## src/rtl/credit_bid_scheduler.sv

```systemverilog
// -----------------------------------------------------------------------------
// credit_bid_scheduler
//
// Registered N_MST-master bus scheduler. Each requesting master posts a 4-bit
// bid; the highest bid the master can afford from its credit balance wins the
// bus. Equal bids are resolved round-robin starting at rr_ptr. The winner keeps
// the bus until it drops req or reaches MAX_HOLD consecutive grant cycles. One
// idle cycle always separates two ownerships. The winning bid is deducted from
// the winner's balance once, on the IDLE->OWN transition. Every REFILL_PERIOD
// cycles all balances are topped up by REFILL_AMT, saturating at BAL_MAX.
//
// Optional feature macro: ARB_STARVE_GUARD_EN
//   When defined, a per-master wait counter forces a master that has waited
//   STARVE_LIMIT cycles (and holds at least one credit) to win the next
//   arbitration. Its deduction is clipped to its balance.
//
// Ports
//   clk        in   1             bus clock, all state on rising edge
//   rst        in   1             synchronous active-high reset
//   req        in   N_MST         per-master request level
//   bid        in   4*N_MST       bid[4i+3:4i] = bid of master i
//   grant      out  N_MST         registered one-hot grant, zero = idle
//   owner      out  log2(N_MST)   index of current owner, valid when busy
//   busy       out  1             high while any grant is asserted
//   balance    out  BAL_W*N_MST   live credit per master, slice i = master i
//   refill_pls out  1             high on the cycle refilled balances appear
// -----------------------------------------------------------------------------
module credit_bid_scheduler #(
    parameter int unsigned N_MST         = 4,
    parameter int unsigned BAL_W         = 10,
    parameter int unsigned BAL_INIT      = 750,
    parameter int unsigned BAL_MAX       = 900,
    parameter int unsigned REFILL_AMT    = 750,
    parameter int unsigned REFILL_PERIOD = 400,
    parameter int unsigned MAX_HOLD      = 16,
    parameter int unsigned STARVE_LIMIT  = 64
) (
    input  logic                     clk,
    input  logic                     rst,
    input  logic [N_MST-1:0]         req,
    input  logic [4*N_MST-1:0]       bid,
    output logic [N_MST-1:0]         grant,
    output logic [$clog2(N_MST)-1:0] owner,
    output logic                     busy,
    output logic [BAL_W*N_MST-1:0]   balance,
    output logic                     refill_pls
);

    localparam int unsigned IW = $clog2(N_MST);
    localparam int unsigned HW = $clog2(MAX_HOLD + 1);
    localparam int unsigned CW = (REFILL_PERIOD > 1) ? $clog2(REFILL_PERIOD) : 1;
    localparam int unsigned XW = BAL_W + 1;

    localparam logic [XW-1:0]    REFILL_X  = XW'(REFILL_AMT);
    localparam logic [XW-1:0]    MAX_X     = XW'(BAL_MAX);
    localparam logic [CW-1:0]    CNT_LAST  = CW'(REFILL_PERIOD - 1);
    localparam logic [HW-1:0]    HOLD_LAST = HW'(MAX_HOLD);
    localparam logic [BAL_W-1:0] BAL_RST   = BAL_W'(BAL_INIT);

    typedef enum logic [1:0] {
        ST_IDLE = 2'b01,
        ST_OWN  = 2'b10
    } state_t;

    state_t           state;
    state_t           state_nx;
    logic [N_MST-1:0] grant_nx;
    logic [IW-1:0]    owner_nx;
    logic [IW-1:0]    rr_ptr;
    logic [IW-1:0]    rr_nx;
    logic [HW-1:0]    hold_cnt;
    logic [HW-1:0]    hold_nx;
    logic [CW-1:0]    refill_cnt;
    logic             refill_now;

    logic [BAL_W-1:0] bal    [N_MST];
    logic [BAL_W-1:0] bal_nx [N_MST];
    logic [3:0]       bid_v  [N_MST];
    logic [N_MST-1:0] elig;

    logic             any_win;
    logic [IW-1:0]    win;
    logic [3:0]       win_bid;
    logic             take;

`ifdef ARB_STARVE_GUARD_EN
    localparam int unsigned  WW       = $clog2(STARVE_LIMIT + 1);
    localparam logic [WW-1:0] WAIT_SAT = WW'(STARVE_LIMIT);

    logic [WW-1:0]    wait_cnt [N_MST];
    logic [N_MST-1:0] starved;
`else
    logic unused_starve_cfg;
    assign unused_starve_cfg = (STARVE_LIMIT == 0);
`endif

    // -------------------------------------------------------------------------
    // Bid extraction, eligibility and output packing
    // -------------------------------------------------------------------------
    always_comb begin
        for (int unsigned i = 0; i < N_MST; i++) begin
            bid_v[i] = bid[4*i +: 4];
        end
    end

    always_comb begin
        for (int unsigned i = 0; i < N_MST; i++) begin
            elig[i] = req[i] && (bid_v[i] != 4'd0) && (bal[i] >= BAL_W'(bid_v[i]));
        end
    end

    always_comb begin
        balance = '0;
        for (int unsigned i = 0; i < N_MST; i++) begin
            balance[i*BAL_W +: BAL_W] = bal[i];
        end
    end

    assign busy       = |grant;
    assign refill_now = (refill_cnt == CNT_LAST);

`ifdef ARB_STARVE_GUARD_EN
    always_comb begin
        for (int unsigned i = 0; i < N_MST; i++) begin
            starved[i] = req[i] && (wait_cnt[i] >= WAIT_SAT) && (bal[i] != '0);
        end
    end
`endif

    // -------------------------------------------------------------------------
    // Winner selection. Scanning upward from rr_ptr and replacing only on a
    // strictly higher bid leaves ties with the first index in round-robin order.
    // -------------------------------------------------------------------------
    always_comb begin
        int unsigned j;
`ifdef ARB_STARVE_GUARD_EN
        logic        st_found;
        st_found = 1'b0;
`endif
        j       = 0;
        any_win = 1'b0;
        win     = '0;
        win_bid = '0;
        for (int unsigned k = 0; k < N_MST; k++) begin
            j = 32'(rr_ptr) + k;
            if (j >= N_MST) begin
                j = j - N_MST;
            end
            if (elig[j] && (!any_win || (bid_v[j] > win_bid))) begin
                any_win = 1'b1;
                win     = IW'(j);
                win_bid = bid_v[j];
            end
        end
`ifdef ARB_STARVE_GUARD_EN
        // A starved master overrides the bid winner; all starved masters carry
        // the same effective bid, so the first one in round-robin order wins.
        for (int unsigned k = 0; k < N_MST; k++) begin
            j = 32'(rr_ptr) + k;
            if (j >= N_MST) begin
                j = j - N_MST;
            end
            if (starved[j] && !st_found) begin
                st_found = 1'b1;
                win      = IW'(j);
                win_bid  = bid_v[j];
            end
        end
        any_win = any_win | st_found;
`endif
    end

    // -------------------------------------------------------------------------
    // FSM next state and registered grant/owner/hold/rr
    // -------------------------------------------------------------------------
    always_comb begin
        state_nx = state;
        grant_nx = grant;
        owner_nx = owner;
        hold_nx  = hold_cnt;
        rr_nx    = rr_ptr;
        take     = 1'b0;
        unique case (state)
            ST_IDLE: begin
                grant_nx = '0;
                if (any_win) begin
                    take           = 1'b1;
                    state_nx       = ST_OWN;
                    grant_nx[win]  = 1'b1;
                    owner_nx       = win;
                    hold_nx        = HW'(1);
                end
            end
            ST_OWN: begin
                if (req[owner] && (hold_cnt < HOLD_LAST)) begin
                    hold_nx = hold_cnt + HW'(1);
                end else begin
                    state_nx = ST_IDLE;
                    grant_nx = '0;
                    hold_nx  = '0;
                    rr_nx    = (owner == IW'(N_MST - 1)) ? '0 : owner + IW'(1);
                end
            end
            default: begin
                state_nx = ST_IDLE;
                grant_nx = '0;
                hold_nx  = '0;
            end
        endcase
    end

    // -------------------------------------------------------------------------
    // Balance update: refill (saturating) first, then deduct the winning bid.
    // Eligibility was judged on the pre-refill balance, and refill never
    // lowers a balance, so the subtraction cannot wrap.
    // -------------------------------------------------------------------------
    always_comb begin
        logic [XW-1:0] sum_x;
        logic [XW-1:0] base_x;
        logic [XW-1:0] ded_x;
        for (int unsigned i = 0; i < N_MST; i++) begin
            sum_x  = {1'b0, bal[i]} + REFILL_X;
            base_x = {1'b0, bal[i]};
            if (refill_now) begin
                base_x = (sum_x > MAX_X) ? MAX_X : sum_x;
            end
            ded_x = '0;
            if (take && (win == IW'(i))) begin
                ded_x = XW'(win_bid);
`ifdef ARB_STARVE_GUARD_EN
                if (ded_x > base_x) begin
                    ded_x = base_x;
                end
`endif
            end
            bal_nx[i] = BAL_W'(base_x - ded_x);
        end
    end

    // -------------------------------------------------------------------------
    // State registers
    // -------------------------------------------------------------------------
    always_ff @(posedge clk) begin
        if (rst) begin
            state <= ST_IDLE;
        end else begin
            state <= state_nx;
        end
    end

    always_ff @(posedge clk) begin
        if (rst) begin
            grant      <= '0;
            owner      <= '0;
            hold_cnt   <= '0;
            rr_ptr     <= '0;
            refill_cnt <= '0;
            refill_pls <= 1'b0;
            for (int unsigned i = 0; i < N_MST; i++) begin
                bal[i] <= BAL_RST;
            end
        end else begin
            grant      <= grant_nx;
            owner      <= owner_nx;
            hold_cnt   <= hold_nx;
            rr_ptr     <= rr_nx;
            refill_cnt <= refill_now ? '0 : refill_cnt + CW'(1);
            refill_pls <= refill_now;
            for (int unsigned i = 0; i < N_MST; i++) begin
                bal[i] <= bal_nx[i];
            end
        end
    end

`ifdef ARB_STARVE_GUARD_EN
    // Wait counter saturates at the limit; it only counts cycles spent
    // requesting without holding the grant.
    always_ff @(posedge clk) begin
        if (rst) begin
            for (int unsigned i = 0; i < N_MST; i++) begin
                wait_cnt[i] <= '0;
            end
        end else begin
            for (int unsigned i = 0; i < N_MST; i++) begin
                if (!req[i] || grant[i]) begin
                    wait_cnt[i] <= '0;
                end else if (wait_cnt[i] < WAIT_SAT) begin
                    wait_cnt[i] <= wait_cnt[i] + WW'(1);
                end
            end
        end
    end
`endif

`ifndef SYNTHESIS
    always_ff @(posedge clk) begin
        if (!rst) begin
            assert ($onehot0(grant)) else $error("grant is not one-hot or zero");
        end
    end
`endif

endmodule

```

## config.mk

```make
export PLATFORM = sky130hd
export DESIGN_NAME = credit_bid_scheduler
export DESIGN_NICKNAME = d
export VERILOG_FILES = /design/src/rtl/credit_bid_scheduler.sv
export SDC_FILE = /design/constraint.sdc
export NUM_CORES = 1
export LEC_CHECK = 0
export ABC_AREA = 1
export CAP_MARGIN = 10
export CORE_UTILIZATION = 60
export CTS_CLUSTER_DIAMETER = 50
export DETAILED_ROUTE_END_ITERATION = 8
export GPL_TIMING_DRIVEN = 1
export PLACE_DENSITY = 0.91
export SYNTH_ARGS = -nofsm -noshare
export SYNTH_HDL_FRONTEND = slang
export SYNTH_SLANG_ARGS = --single-unit
```

## constraint.sdc

```tcl
create_clock -name clk -period 12.5 [get_ports clk]
set_clock_uncertainty 0.2 [all_clocks]
set_input_delay 2.5 -clock clk [delete_from_list [all_inputs] [get_ports clk]]
set_output_delay 2.5 -clock clk [all_outputs]
set_load 0.03 [all_outputs]
```

; Word-level counts from Yosys, hierarchy flattened
; Memories as Yosys holds them, arrays and structs flattened.
; Index checks and enable logic that the tools add are counted.
[word_totals]
ram_bits = 40
out_inout_bits = 48
n_memories = 1
input_bits = 22
wordCells = 175
reg_bits = 25
[classes]
magnitude_cmp = 27
reduce_logical = 33
eq_ne = 9
n_addsub = 18
bitwise = 9
muxes = 71
[memory_table]
columns = memory, words, word_bits, rd, rd_ports_with_merged_regs, wr, line_no
row1 = bal, 4, 10, 4, 0, 4, 76  ; logic [BAL_W-1:0] bal [N_MST];
[ops]
columns = op, count
row1 = 33-bit by 3-bit >= comparator with 1-bit output (second input constant), 4
row2 = 32-bit NOT with 33-bit output, 4
row3 = 32-bit by 3-bit < comparator with 1-bit output (second input constant), 4
row4 = 32-bit two-way mux, 4
row5 = 10-bit two-way mux, 12
row6 = 4-bit two-way mux, 18
row7 = 10-bit by 10-bit adder with 11-bit output (second input constant), 4
row8 = 11-bit by 10-bit greater-than comparator with 1-bit output (second input constant), 4
row9 = 10-bit by 4-bit >= comparator with 1-bit output, 4
row10 = 4-bit binary-select mux with 2-bit select, 4
row11 = 10-bit subtractor, 3
row12 = 1-bit logical AND, 17
row13 = 4-bit nonzero test, 4
row14 = 1-bit two-way mux, 15
row15 = 2-bit two-way mux, 7
row16 = 4-bit greater-than comparator, 3
row17 = 3-bit by 3-bit subtractor with 4-bit output (second input constant), 3
row18 = 1-bit binary-select mux with 2-bit select, 5
row19 = 5-bit two-way mux, 2
row20 = 5-bit case mux with 2 select lines, 1
row21 = 10-bit by 4-bit subtractor with 10-bit output, 1
row22 = 9-bit by 1-bit adder with 9-bit output (second input constant), 1
row23 = 9-bit == test (second input constant), 1
row24 = 3-bit >= comparator (second input constant), 3
row25 = 23 further kinds, 39

; Depth between registers and ports, before layout
[logic_depth]
ltp_word = 25
ltp_mapped = 59
ltp_nobuf = 58

; Worst setup path before layout
; OpenSTA, ideal clock, no wires.
[synth_path]
path_kind = input -> register
start = input bid[15]
end = memory bal[1][7]
path_stages = 52
t_arrival_ps = 7949
path_buffers = 1
required_time_ps = 12181
setup_time_ps = 119
path_slack_ps = 4232
cell_sequence = inv_1 ha_1 nand2_1 nand3_1 nor2_1 nand2_1 nand3_2 nand3_1 nand2_2 inv_1 o211ai_1 ha_1 nand2_1 o21ai_0 o21ai_0 nand3_1 nand2_2 nand2_1 [16 not listed] nand2_1 nand2_2 inv_2 nand2_1 nand2_1 nand3_2 inv_1 nand2_1 ha_1 a21oi_1 and2_1 nor2_1 nor2_1 nand3_1 nor2_1 inv_1 o21ai_0 nand2_1
[synth_rtl]
columns = item, line_no
row1 = "start, declared", 41  ; input logic [4*N_MST-1:0] bid,
row2 = "end, declared", 76

==> impl_metrics.py <==
metrics = {
    "clock_network": {
        "cts_tree": "yes",
        "cts.sinks": 65,
        "cts_made_buffers": 9,
        "cts_setup_buffers": 0,
        "clockBufferDepth": 2,
        "postCtsHoldBufs": 0,
        "cts-root-buf": "clkbuf_8",
        "h-tree-depth": 3,
        "insertion_delay_ns": 0.35,
        "ctsResizeCount": 0,
        "path_clk_slew_ns": 0.08,
    },
    "synthesis": {
        "synth_ff_type": "dfxtp_1",
        "synth_area_um2": 6087,
        "synth_edf_count": 0,
        "synth_top_family_by_area": "simple AND/OR/NAND/NOR gates",
        "synthXorXnorAreaFrac_pct": 4.296,
        "avgSynthCellArea_um2": 6.130,
        "synth_fa_ha_area_share_pct": 12.21,
        "netlist_instances": 993,
        "postSynthNetCount": 1072,
        "async_flop_share_pct": 0,
        "ys_seq_elements": 65,
        "synthMuxAreaShare_pct": 0,
        "synth_cell_types": 46,
        "yosysWarnings": 0,
        "seq_area_frac_synth_pct": 21.38,
        "synth_compound_area_share_pct": 16.01,
        "synth-simple-area-share_pct": 34.47,
    },
    "power": {
        "swShare_pct": 50.81,
        "p_leak_uw": 0.003398,
        "switchingPower_uw": 700.0,
        "p_int_uw": 677.8,
        "power.density_nw_per_um2": 194.5,
        "ir_worst_vdd_mv": 0.1581,
        "clockPowerShare_pct": 14.1,
        "power.share.combinational_pct": 63.9,
        "seq_power_share_pct": 22.1,
    },
    "status": {
        "outcome": "completed",
    },
    "die": {
        "ios": 70,
        "row_count": 36,
        "core_um2": 9819,
        "die_x_um": 102.7,
        "dieArea_um2": 10550,
        "die_h_um": 102.7,
        "initial_core_util_pct": 61.99,
    },
    "route": {
        "antenna_left": 0,
        "dr.pass1.iters": 6,
        "vias": 6481,
        "route.detailed.wl_per_inst_um": 13.31,
        "routed_wl_um": 15880,
        "first_iter_violations": 359,
        "drc": 0,
        "viasPerCell": 5.433,
    },
    "sta": {
        "tns_ns": 0,
        "timing.fmax_ghz": 0.1056,
        "fin_ws_ns": 3.029,
        "hold_violations": 0,
        "layout_min_cycle_time_ns": 9.471,
        "relSlewSlack_pct": 20.52,
        "tightest_slew_ns": 1.191,
        "timing.hold.ws_ns": 0.2546,
        "setup_viol": 0,
        "rsz0062_at_grt": "false",
        "min_period_over_period_pct": 75.77,
        "slew_violations": 0,
    },
    "cells_and_area": {
        "layoutNonFillerInstCount": 1193,
        "multi_input_comb_area_um2": 4078,
        "layout_commonest_cell": "nand2_1",
        "nNetsFinal": 1134,
        "antennaDiodeCount": 0,
        "final-seq-area_um2": 1301,
        "area_growth_pct": 16.38,
        "layout_common_cells": "nand2_1, inv_1, nor2_1, o21ai_0, clkdlybuf4s50_1",
        "drive_gt1_share_pct": 5.943,
        "utilization_pct": 72.15,
        "nFillCells": 858,
    },
    "critical_path": {
        "endpoint_kind": "register",
        "cp_max_fo": 11,
        "worst-path-buf-inv": 6,
        "arrival_ns": 9.51,
        "worst_path_max_delay_cell": "clkdlybuf4s50_1",
        "cp-start-kind": "primary input",
        "crit_type": "primary input to register",
        "cp_common_cell": "nand2_1",
        "critical_path.top_delay_family": "simple AND/OR/NAND/NOR gates",
        "cp_slowest_stage_delay_ns": 0.51,
        "cp_data_required_time_ns": 12.54,
    },
    "placement": {
        "dpl_worst_slack_ns": 2.770,
        "dp_hpwl_um": 12310,
        "placedCellCount": 1177,
        "io_buffers": 69,
        "place_congestion": 0.9897,
    },
    "global_route": {
        "grt_util_all_layers_pct": 31.37,
        "grt_max_degree": 40,
        "grt_pass1_wl_um": 26100,
        "grt-ovfl-total": 0,
        "grt_pass1_vias": 5927,
        "antenna_found_initial": 0,
    },
    "worst_hold_path": {
        "hold_class": "register to register",
    },
    "flow_run": {
        "drv_cap": 0,
    },
}
==> worst paths after layout <==
check	start	end	slack, ns	cells past startpoint
max	bid[11]	bal[1][7]$_SDFF_PP1_	3.03	52
min	refill_cnt[0]$_SDFF_PP0_	refill_cnt[0]$_SDFF_PP0_	0.25	1
max reg2reg	rr_ptr[0]$_SDFFE_PP0P_	bal[1][7]$_SDFF_PP1_	4.88	46
min reg2reg	refill_cnt[0]$_SDFF_PP0_	refill_cnt[0]$_SDFF_PP0_	0.25	1
==> Yosys cell counts (2+ instances only) <==
master | instances | area share [%]
buf_2 | 4 | 0.33
and2_0 | 2 | 0.21
nand2_1 | 236 | 15
o21a_1 | 5 | 0.62
or2_2 | 6 | 0.62
o211ai_1 | 7 | 0.86
xnor2_1 | 6 | 0.86
nor2_1 | 112 | 6.9
inv_2 | 11 | 0.68
nand2_2 | 12 | 1.2
clkbuf_1 | 14 | 0.86
a21oi_1 | 52 | 4.3
and3_1 | 2 | 0.21
nand4_1 | 9 | 0.92
nor3b_1 | 2 | 0.25
nand3_2 | 6 | 0.99
o21bai_1 | 4 | 0.49
o21ai_0 | 78 | 6.4
a31oi_1 | 7 | 0.72
nor3_1 | 4 | 0.33
nand3b_1 | 10 | 1.2
o21ai_1 | 10 | 0.82
a21o_1 | 2 | 0.25
nand3_1 | 60 | 4.9
inv_1 | 151 | 9.3
o22ai_1 | 9 | 0.92
clkinv_1 | 2 | 0.12
nor4_1 | 3 | 0.31
dfxtp_1 | 65 | 21
nor2_2 | 6 | 0.62
and2_1 | 5 | 0.51
fa_1 | 4 | 1.3
xor2_1 | 22 | 3.2
ha_1 | 53 | 11
==> area by class of cell <==
| class | count | area share [%] |
|---|---|---|
| Multi-Input combinational cell | 743 | 57.56 |
| Sequential cell | 65 | 18.37 |
| Timing Repair Buffer | 71 | 9.961 |
| Inverter | 165 | 8.760 |
| Tap cell | 133 | 2.349 |
| Clock buffer | 11 | 2.137 |
| Clock inverter | 5 | 0.8654 |
==> power groups by stage <==
stage / combinational, µW / clock [µW] / sequential (µW)
detailed placement: 863 / 0 / 306
CTS: 872 / 195 / 302
finish: 880 / 194 / 304
global placement: 840 / 0 / 306
global route: 993 / 205 / 309
floorplan: 594 / 0 / 349
==> layer usage <==
| layer | GRT usage [%] | vias up | part of all wire [%] |
|---|---|---|---|
| met3 | 4.203 | 36 | 6.9 |
| met5 | 0 | - | 0 |
| met2 | 55.18 | 254 | 47 |
| met1 | 38.97 | 2868 | 44 |
| li1 | - | 3323 | - |
| met4 | 11.54 | 0 | 2.2 |
==> registers in the layout, summed over array words and instances, names as in the netlist <==
| signal | flops |
|---|---|
| grant | 4 |
| refill_pls | 1 |
| owner | 2 |
| state | 2 |
| hold_cnt | 5 |
| refill_cnt | 9 |
| bal | 40 |
| rr_ptr | 2 |
==> cells by family after synthesis <==
family / count (synthesis)
buffers and inverters: 185
AND/OR/NAND/NOR: 478
XOR/XNOR: 29
adder cells (fa/ha/maj): 57
AO/OA/AOI/OAI: 179
flip-flops: 65
==> metrics by stage <==
| step | instance area [µm²] | total power (µW) |
|---|---|---|
| finish | 7084 | 1378 |
| global route | 7084 | 1507 |
| CTS | 7084 | 1369 |
| detailed placement | 6872 | 1169 |
| global placement | 6872 | 1146 |
| floorplan | 6087 | 942.9 |
Power figures use the tool's default switching activity.
